[src/rtl/vga_timing_pkg.sv]
// Shared 800x600 @ 60 Hz (40 MHz pixel clock) timing constants for the snake VGA path.
// Every screen control module compares against these values, so they live in one place.
package vga_timing_pkg;

    localparam int CNT_W = 11;

    localparam int H_SYNC   = 128;
    localparam int H_BACK   = 88;
    localparam int H_ACTIVE = 800;
    localparam int H_FRONT  = 40;
    localparam int H_TOTAL  = H_SYNC + H_BACK + H_ACTIVE + H_FRONT;
    localparam int H_START  = H_SYNC + H_BACK;

    localparam int V_SYNC   = 4;
    localparam int V_BACK   = 23;
    localparam int V_ACTIVE = 600;
    localparam int V_FRONT  = 1;
    localparam int V_TOTAL  = V_SYNC + V_BACK + V_ACTIVE + V_FRONT;
    localparam int V_START  = V_SYNC + V_BACK;

    typedef logic [CNT_W-1:0] count_t;

endpackage

[src/rtl/snake_vga_sync_module_if.sv]
// Sync and pixel-address bundle handed from the timing generator to the screen control modules.
interface snake_vga_sync_module_if;
    import vga_timing_pkg::*;

    logic   HSYNC_Sig;
    logic   VSYNC_Sig;
    logic   Ready_Sig;
    count_t Column_Addr_Sig;
    count_t Row_Addr_Sig;
    logic   Frame_Start_Sig;

    modport master (
        output HSYNC_Sig, VSYNC_Sig, Ready_Sig,
        output Column_Addr_Sig, Row_Addr_Sig, Frame_Start_Sig
    );

    modport slave (
        input HSYNC_Sig, VSYNC_Sig, Ready_Sig,
        input Column_Addr_Sig, Row_Addr_Sig, Frame_Start_Sig
    );

endinterface

[src/rtl/vga_wrap_counter.sv]
// Free-running modulo counter: counts 0..MAX while inc_en is high and flags the wrap clock.
module vga_wrap_counter
    import vga_timing_pkg::*;
#(
    parameter int MAX = H_TOTAL - 1
) (
    input  logic   CLK,
    input  logic   RSTn,
    input  logic   inc_en,
    output count_t count,
    output logic   wrap
);

    localparam count_t MAX_C = count_t'(MAX);

    assign wrap = inc_en && (count == MAX_C);

    // Advance on inc_en and fold back to zero on the clock after the terminal value.
    always_ff @(posedge CLK or negedge RSTn) begin
        if (!RSTn) begin
            count <= '0;
        end else if (wrap) begin
            count <= '0;
        end else if (inc_en) begin
            count <= count + count_t'(1);
        end
    end

endmodule

[src/rtl/snake_vga_sync_module.sv]
// VGA timing generator: horizontal/vertical counters plus registered sync, ready,
// pixel-address and frame-start outputs. All outputs sit one clock behind the counters.
module snake_vga_sync_module
    import vga_timing_pkg::count_t;
#(
    parameter int H_SYNC   = vga_timing_pkg::H_SYNC,
    parameter int H_BACK   = vga_timing_pkg::H_BACK,
    parameter int H_ACTIVE = vga_timing_pkg::H_ACTIVE,
    parameter int H_FRONT  = vga_timing_pkg::H_FRONT,
    parameter int V_SYNC   = vga_timing_pkg::V_SYNC,
    parameter int V_BACK   = vga_timing_pkg::V_BACK,
    parameter int V_ACTIVE = vga_timing_pkg::V_ACTIVE,
    parameter int V_FRONT  = vga_timing_pkg::V_FRONT
) (
    input  logic                           CLK,
    input  logic                           RSTn,
    snake_vga_sync_module_if.master        vga
);

    localparam int H_TOTAL_L = H_SYNC + H_BACK + H_ACTIVE + H_FRONT;
    localparam int V_TOTAL_L = V_SYNC + V_BACK + V_ACTIVE + V_FRONT;

    localparam count_t H_SYNC_C  = count_t'(H_SYNC);
    localparam count_t H_START_C = count_t'(H_SYNC + H_BACK);
    localparam count_t H_END_C   = count_t'(H_SYNC + H_BACK + H_ACTIVE);
    localparam count_t V_SYNC_C  = count_t'(V_SYNC);
    localparam count_t V_START_C = count_t'(V_SYNC + V_BACK);
    localparam count_t V_END_C   = count_t'(V_SYNC + V_BACK + V_ACTIVE);

    count_t count_h;
    count_t count_v;
    logic   h_wrap;
    logic   v_wrap_unused;
    logic   h_visible;
    logic   v_visible;

    // The line counter runs every clock; its wrap steps the frame counter by one line.
    vga_wrap_counter #(.MAX(H_TOTAL_L - 1)) u_count_h (
        .CLK    (CLK),
        .RSTn   (RSTn),
        .inc_en (1'b1),
        .count  (count_h),
        .wrap   (h_wrap)
    );

    vga_wrap_counter #(.MAX(V_TOTAL_L - 1)) u_count_v (
        .CLK    (CLK),
        .RSTn   (RSTn),
        .inc_en (h_wrap),
        .count  (count_v),
        .wrap   (v_wrap_unused)
    );

    assign h_visible = (count_h >= H_START_C) && (count_h < H_END_C);
    assign v_visible = (count_v >= V_START_C) && (count_v < V_END_C);

    // Register every output from the same counter snapshot so they stay mutually aligned;
    // addresses are only formed inside the visible window and are zero elsewhere.
    always_ff @(posedge CLK or negedge RSTn) begin
        if (!RSTn) begin
            vga.HSYNC_Sig       <= 1'b1;
            vga.VSYNC_Sig       <= 1'b1;
            vga.Ready_Sig       <= 1'b0;
            vga.Column_Addr_Sig <= '0;
            vga.Row_Addr_Sig    <= '0;
            vga.Frame_Start_Sig <= 1'b0;
        end else begin
            vga.HSYNC_Sig       <= !(count_h < H_SYNC_C);
            vga.VSYNC_Sig       <= !(count_v < V_SYNC_C);
            vga.Ready_Sig       <= h_visible && v_visible;
            vga.Column_Addr_Sig <= (h_visible && v_visible) ? (count_h - H_START_C) : '0;
            vga.Row_Addr_Sig    <= (h_visible && v_visible) ? (count_v - V_START_C) : '0;
            vga.Frame_Start_Sig <= (count_h == '0) && (count_v == '0);
        end
    end

endmodule

[src/flat_wrapper.sv]
// flat-port wrapper written by rule: the top's interface ports become plain ports
module snake_vga_sync_module_flat import vga_timing_pkg::count_t;
#(
    parameter int H_SYNC   = vga_timing_pkg::H_SYNC,
    parameter int H_BACK   = vga_timing_pkg::H_BACK,
    parameter int H_ACTIVE = vga_timing_pkg::H_ACTIVE,
    parameter int H_FRONT  = vga_timing_pkg::H_FRONT,
    parameter int V_SYNC   = vga_timing_pkg::V_SYNC,
    parameter int V_BACK   = vga_timing_pkg::V_BACK,
    parameter int V_ACTIVE = vga_timing_pkg::V_ACTIVE,
    parameter int V_FRONT  = vga_timing_pkg::V_FRONT
)
  (CLK, RSTn, vga_HSYNC_Sig, vga_VSYNC_Sig, vga_Ready_Sig, vga_Column_Addr_Sig, vga_Row_Addr_Sig, vga_Frame_Start_Sig);
  snake_vga_sync_module_if vga_i ();
  input  logic CLK;
  input  logic RSTn;
  output wire logic [$bits(vga_i.HSYNC_Sig)-1:0] vga_HSYNC_Sig;
  output wire logic [$bits(vga_i.VSYNC_Sig)-1:0] vga_VSYNC_Sig;
  output wire logic [$bits(vga_i.Ready_Sig)-1:0] vga_Ready_Sig;
  output wire logic [$bits(vga_i.Column_Addr_Sig)-1:0] vga_Column_Addr_Sig;
  output wire logic [$bits(vga_i.Row_Addr_Sig)-1:0] vga_Row_Addr_Sig;
  output wire logic [$bits(vga_i.Frame_Start_Sig)-1:0] vga_Frame_Start_Sig;
  assign vga_HSYNC_Sig = vga_i.HSYNC_Sig;
  assign vga_VSYNC_Sig = vga_i.VSYNC_Sig;
  assign vga_Ready_Sig = vga_i.Ready_Sig;
  assign vga_Column_Addr_Sig = vga_i.Column_Addr_Sig;
  assign vga_Row_Addr_Sig = vga_i.Row_Addr_Sig;
  assign vga_Frame_Start_Sig = vga_i.Frame_Start_Sig;
  snake_vga_sync_module #(.H_SYNC(H_SYNC), .H_BACK(H_BACK), .H_ACTIVE(H_ACTIVE), .H_FRONT(H_FRONT), .V_SYNC(V_SYNC), .V_BACK(V_BACK), .V_ACTIVE(V_ACTIVE), .V_FRONT(V_FRONT)) u_core (.CLK(CLK), .RSTn(RSTn), .vga(vga_i));
endmodule
[config.mk]
export PLATFORM = sky130hd
export DESIGN_NAME = snake_vga_sync_module_flat
export DESIGN_NICKNAME = d
export VERILOG_FILES = /design/src/rtl/vga_timing_pkg.sv /design/src/rtl/snake_vga_sync_module_if.sv /design/src/rtl/vga_wrap_counter.sv /design/src/rtl/snake_vga_sync_module.sv /design/src/flat_wrapper.sv
export SDC_FILE = /design/constraint.sdc
export NUM_CORES = 1
export LEC_CHECK = 0
export CORE_UTILIZATION = 30
export CTS_CLUSTER_DIAMETER = 30
export CTS_CLUSTER_SIZE = 10
export DETAILED_ROUTE_END_ITERATION = 8
export SLEW_MARGIN = 20
export SYNTH_ARGS = -nofsm -noshare
export SYNTH_HDL_FRONTEND = slang
export SYNTH_HIERARCHICAL = 1
export SYNTH_SLANG_ARGS = --single-unit
export TNS_END_PERCENT = 10
[constraint.sdc]
create_clock -name CLK -period 6.2 [get_ports CLK]
set_input_delay 1.86 -clock CLK [delete_from_list [all_inputs] [get_ports CLK]]
set_output_delay 1.86 -clock CLK [all_outputs]
set_load 0.03 [all_outputs]
==> results of run 1 <==
-- metrics by stage --
| stage | worst slack [ns] | hold WS [ns] | power (W) |
|---|---|---|---|
| floorplan | 3.75 | 0.484 | 0.000480 |
| global placement | 3.20 | 0.536 | 0.000513 |
| detailed placement | 3.19 | 0.538 | 0.000517 |
| CTS | 2.85 | 0.554 | 0.000739 |
| global route | 2.83 | 0.562 | 0.000779 |
| finish | 2.87 | 0.562 | 0.000730 |
-- cell type report --
class / count / area (µm²) / share of cell area (%)
Inverter: 14 / 52.6 / 1.86
Timing Repair Buffer: 27 / 268 / 9.46
Clock buffer: 6 / 72.6 / 2.56
Sequential cell: 48 / 1200 / 42.5
Clock inverter: 2 / 35.0 / 1.24
Tap cell: 99 / 124 / 4.37
Multi-Input combinational cell: 168 / 1080 / 38.0
-- synthesized netlist by cell type, drive strengths merged (2+ instances only) --
cell type / number / area (µm²)
nand4: 7 / 43.8
dfstp: 2 / 52.6
a211oi: 2 / 20.0
ha: 5 / 62.6
xor2: 15 / 131
o21ai: 5 / 25.0
buf: 2 / 22.5
nand2b: 3 / 18.8
nand3b: 2 / 15.0
or4: 4 / 37.5
a31oi: 3 / 18.8
dfrtp: 46 / 1150
nand3: 5 / 25.0
and3: 3 / 20.0
a21oi: 6 / 33.8
or3: 2 / 12.5
or2: 2 / 12.5
or4b: 2 / 23.8
nor3: 8 / 40.0
nor2: 34 / 133
nand2: 24 / 92.6
mux2: 2 / 30.0
inv: 14 / 52.6
nor4: 5 / 52.6
xnor2: 9 / 78.8
-- flip-flops by register name, indices dropped and copies added (netlist names) --
name                        cells
u_core/vga.Frame_Start_Sig      1
u_core/vga.Ready_Sig            1
u_core/vga.VSYNC_Sig            1
u_core/vga.Row_Addr_Sig        11
u_core/vga.HSYNC_Sig            1
u_core/u_count_v/count         11
u_core/vga.Column_Addr_Sig     11
u_core/u_count_h/count         11
-- metal layers --
| layer | share of wire (%) | GRT usage [%] | wire length [µm] | vias to the layer above |
|---|---|---|---|---|
| li1 | - | - | - | 846 |
| met3 | 6.9 | 3.37 | 304 | 7 |
| met5 | 0 | 0 | 0 | - |
| met4 | 1.4 | 3.76 | 61 | 0 |
| met1 | 49 | 16.8 | 2150 | 810 |
| met2 | 43 | 16.5 | 1900 | 63 |
-- worst max-delay path by stage --
stage	endpoint	slack (ns)	start	cells past startpoint
2_1_floorplan	vga_HSYNC_Sig	3.75	u_core/vga.HSYNC_Sig	0
3_3_place_gp	vga_VSYNC_Sig	3.20	u_core/vga.VSYNC_Sig	1
3_5_place_dp	vga_HSYNC_Sig	3.19	u_core/vga.HSYNC_Sig	1
4_1_cts	vga_HSYNC_Sig	2.85	u_core/vga.HSYNC_Sig	1
5_1_grt	vga_HSYNC_Sig	2.83	u_core/vga.HSYNC_Sig	1
6_report	vga_HSYNC_Sig	2.87	u_core/vga.HSYNC_Sig	1
-- cells by family after synthesis --
logic type               count (synthesis)  synth area share (%)
AO/OA/AOI/OAI                           27                  8.02
XOR/XNOR                                24                  8.98
adder cells (fa/ha/maj)                  5                  2.67
buffers and inverters                   17                  3.37
flip-flops                              48                  51.4
multiplexers                             2                  1.28
other                                    1                 0.160
AND/OR/NAND/NOR                        104                  24.1
-- where the power goes --
| group | total, W | switching (W) | internal (W) |
|---|---|---|---|
| combinational | 0.000120 | 0.0000638 | 0.0000563 |
| clock | 0.000219 | 0.0000997 | 0.000120 |
| sequential | 0.000390 | 0.0000539 | 0.000336 |
==> impl_metrics.ini, run 1 <==
[routing]
via_per_inst = 4.74
routedWlPerCell_um = 12.1
via_count = 1726
drc = 0
drt_iter0_drc = 143
dr.pass1.iters = 5
ant_nets = 0
finalWirelength_mm = 4.42

[timing]
worst_pin_slew_ns = 0.601
report.final.setup_viol = 0
skew_ns = 0.00896
fin_setup_tns_ns = 0
relSlewSlack_pct = 59.9
timing_hold_violations_final = 0
grt_setup_unrepaired = false
min_period_ns = 3.33
period_share_pct = 53.8
maxSlewViolCount = 0
fmax_mhz = 300

[worst_hold_path]
min_from = u_core/u_count_v/count[10]
holdPathStages = 1
hold_class = register to register
min_to = u_core/u_count_v/count[10]

[die]
num_io_pins = 28
core_mm2 = 0.00741
start_util_pct = 31.6
row_count = 31
die_h_um = 90.3
dieArea_mm2 = 0.00816
die_w_um = 90.3

[worst_setup_path]
crit_fanout = 1
critical_path_class = register to output port
path_buf_inv = 1
required_ns = 4.34
ff2ff_setup_slack_ns = 3.42
ff2ff_path_depth = 6
worst_ep_arrival_time_ns = 1.47
endpoint_kind = output port
rr_endpoint = u_core/u_count_v/count[5]
path_delay_family = buffers and inverters
critical-path-max-stage-delay_ns = 0.66
worstPathCellList = clkdlybuf4s50_1
regToRegStartpoint = u_core/u_count_h/count[6]
worstSetupStartpointType = register
slowest_stage = clkdlybuf4s50_1

[yosys]
synth_cell_types = 50
ys_warn_count = 6
synth_edf_count = 0
synthCells = 228
synth.avg_cell_area_um2 = 10.3
netlist_area_mm2 = 0.00234
yosys_most_used_dff = dfrtp_1
ys_seq_area_share_pct = 51.4
ys_ff_latch = 48
async_flop_share_pct = 100

[place]
hpwl_mm = 2.87
gp_congestion = 0.760
port_buffers = 27
dp_cells = 356
dpl_cell_area_mm2 = 0.00272

[grt]
grt_pass1_vias = 1500
grt_usage_pct = 11.6
grt_antenna_before_repair = 0
gr-total-overflow = 0
grt_max_degree = 49
grt_pass1_wl_mm = 7.51

[clock_network]
cts-resized-gates = 0
clkLatencyLatePin_ns = 0.30
htreeDepth = 2
postCtsSetupBuffers = 0
cts-root-buf = clkbuf_8
cts_sinks = 48
cts_hold_buf = 0
cts_tree = done
clk_path_buf_depth = 2
clkTransAtPathRegs_ns = 0.08
cts_buffers = 5

[layout]
fillCellCount = 746
stdcell_count = 364
mostFrequentLayoutCells = 46 x dfrtp_1, 32 x nor2_1, 26 x clkdlybuf4s50_1
drive_gt1_share_pct = 9.81
layout.nets = 271
design_area_mm2 = 0.00283
area_growth_pct = 21.0
final_util_pct = 38.2
diodes = 0
final_common_cell = dfrtp_1

[run_status]
status = completed

[pwr]
p_leak_nw = 1.30
power_density_mw_per_mm2 = 258
peakVddDrop_v = 0.000103

[flow_run]
drv_cap = 0
(Power assumes the default switching activity.)
==> run 2, diff against run 1 <==
==> constraint.sdc (replaced) <==
create_clock -name CLK -period 3.4 [get_ports CLK]
set_input_delay 1.02 -clock CLK [delete_from_list [all_inputs] [get_ports CLK]]
set_output_delay 1.02 -clock CLK [all_outputs]
set_load 0.03 [all_outputs]
==> run 2 against run 1 <==
- cell area is the same
- worst hold slack lost 0.035 ns
- count of clock-buffer cells in the layout is the same
- clock skew shrank 0.0041 ns
- sequential cell count is the same
- routed wire length is essentially flat
- sequential power grew 83%
- total power grew 83%
- worst setup slack lost 2.2 ns
- die area is the same
- sequential share of layout area is the same
==> impl_metrics.ini, run 2 (synthesis results as in run 1) <==
[run_status]
status = completed

[layout]
final_common_cell = dfrtp_1
mostFrequentLayoutCells = 46 x dfrtp_1, 32 x nor2_1, 26 x clkdlybuf4s50_1
area_growth_pct = 21.0
diodes = 0
fillCellCount = 753
stdcell_count = 364
layout.nets = 271
drive_gt1_share_pct = 9.81

[place]
gp_congestion = 0.784
dp_cells = 356
hpwl_mm = 3.02
port_buffers = 27

[grt]
gr-total-overflow = 0
grt_usage_pct = 11.9
grt_pass1_vias = 1609
grt_pass1_wl_mm = 7.77
grtUsageMet3_pct = 2.69
grt.busiest_layer = met1
grt_antenna_before_repair = 0
grt_max_degree = 49
grt.met1_usage_pct = 17.6
grt.met2_usage_pct = 16.8

[clock_network]
htreeDepth = 2
cts_sinks = 48
cts_buffers = 5
cts-resized-gates = 0
cts-root-buf = clkbuf_8
cts_hold_buf = 0
clk_path_buf_depth = 2
postCtsSetupBuffers = 0
clkTransAtPathRegs_ns = 0.09
clkLatencyLatePin_ns = 0.30
cts_tree = done

[worst_setup_path]
worstSetupStartpointType = register
crit_fanout = 11
slowest_stage = or4_4
critical-path-max-stage-delay_ns = 0.60
path_buf_inv = 0
worstPathCellList = or4_4, nor4_4, nand4_1, nor3_1, and3_2, xor2_1
required_ns = 3.63
endpoint_kind = register
worst_ep_arrival_time_ns = 2.98
path_delay_family = simple AND/OR/NAND/NOR gates
critical_path_class = register to register

[pwr]
comb_power_share_pct = 16.7
power_frac_clock_pct = 30.0
peakVddDrop_v = 0.000174
cellInternalPower_w = 0.000934
power_frac_seq_pct = 53.4
swShare_pct = 30.1
p_leak_nw = 1.30
switching_power_w = 0.000401
power_density_mw_per_mm2 = 472

[timing]
period_share_pct = 81.1
grt_setup_unrepaired = false
fmax_mhz = 363
fin_setup_tns_ns = 0
report.final.setup_viol = 0
maxSlewViolCount = 0
skew_ns = 0.00489
relSlewSlack_pct = 60.1
min_period_ns = 2.76
timing_hold_violations_final = 0
worst_pin_slew_ns = 0.598

[routing]
via_count = 1676
finalWirelength_mm = 4.42
ant_nets = 0
drt_iter0_drc = 103
via_per_inst = 4.60
routedWlPerCell_um = 12.1
drc = 0
dr.pass1.iters = 4

[flow_run]
drv_cap = 0

[die]
num_io_pins = 28
die_w_um = 90.3
core_mm2 = 0.00741
start_util_pct = 31.6
die_h_um = 90.3
row_count = 31
dieArea_mm2 = 0.00816

[worst_hold_path]
hold_class = register to register
==> run 2: per-layer routing <==
| layer | vias up | share of wire (%) |
|---|---|---|
| met5 | - | 0 |
| met3 | 4 | 4.2 |
| met4 | 0 | 1.1 |
| li1 | 843 | - |
| met2 | 42 | 43 |
| met1 | 787 | 52 |
==> run 2: final timing paths <==
check | startpoint | slack, ns | cells after the start | end
setup / recovery | u_core/u_count_h/count[6] | 0.64 | 6 | u_core/u_count_v/count[10]
hold / removal | u_core/u_count_v/count[10] | 0.53 | 1 | u_core/u_count_v/count[10]
setup reg to reg | u_core/u_count_h/count[6] | 0.64 | 6 | u_core/u_count_v/count[10]
hold reg to reg | u_core/u_count_v/count[10] | 0.53 | 1 | u_core/u_count_v/count[10]
max in group asynchronous | RSTn | 2.27 | 1 | u_core/vga.Row_Addr_Sig[1]
min in group asynchronous | RSTn | 0.72 | 1 | u_core/vga.Row_Addr_Sig[6]
==> run 2: worst reg2reg max path: cells and delay by family, from the launching register on <==
| kind | cells | cell delay (ns) |
|---|---|---|
| and+or+nand+nor | 5 | 2.05 |
| DFF | 1 | 0.51 |
| xor gates and xnor gates | 1 | 0.13 |
==> run 2: power by group through the flow <==
stage | Sequential (W) | Clock (W) | Combinational [W]
floorplan | 0.000690 | 0 | 0.000186
global placement | 0.000721 | 0 | 0.000220
detailed placement | 0.000725 | 0 | 0.000222
CTS | 0.000713 | 0.000415 | 0.000225
global route | 0.000726 | 0.000436 | 0.000256
finish | 0.000713 | 0.000400 | 0.000222
==> run 2: stage by stage <==
step                setup slack, ns  hold slack (ns)  utilization (%)  instance area, µm²  power (W)
finish                        0.643            0.528             38.2                2830    0.00134
CTS                           0.640            0.529             38.2                2830    0.00135
detailed placement            0.687            0.516             36.7                2720   0.000947
floorplan                     0.973            0.484                -                2360   0.000876
global placement              0.770            0.509             36.7                2720   0.000941
global route                  0.445            0.546             38.2                2830    0.00142
==> run 2: cell type report <==
cell class / instances / area [µm²] / share of cell area [%]
clock inverters: 2 / 35.0 / 1.24
multi-input cells: 168 / 1080 / 38.0
repair buffers: 27 / 268 / 9.46
flip-flops and latches: 48 / 1200 / 42.5
clock buffers: 6 / 72.6 / 2.56
well taps: 99 / 124 / 4.37
inverters: 14 / 52.6 / 1.86
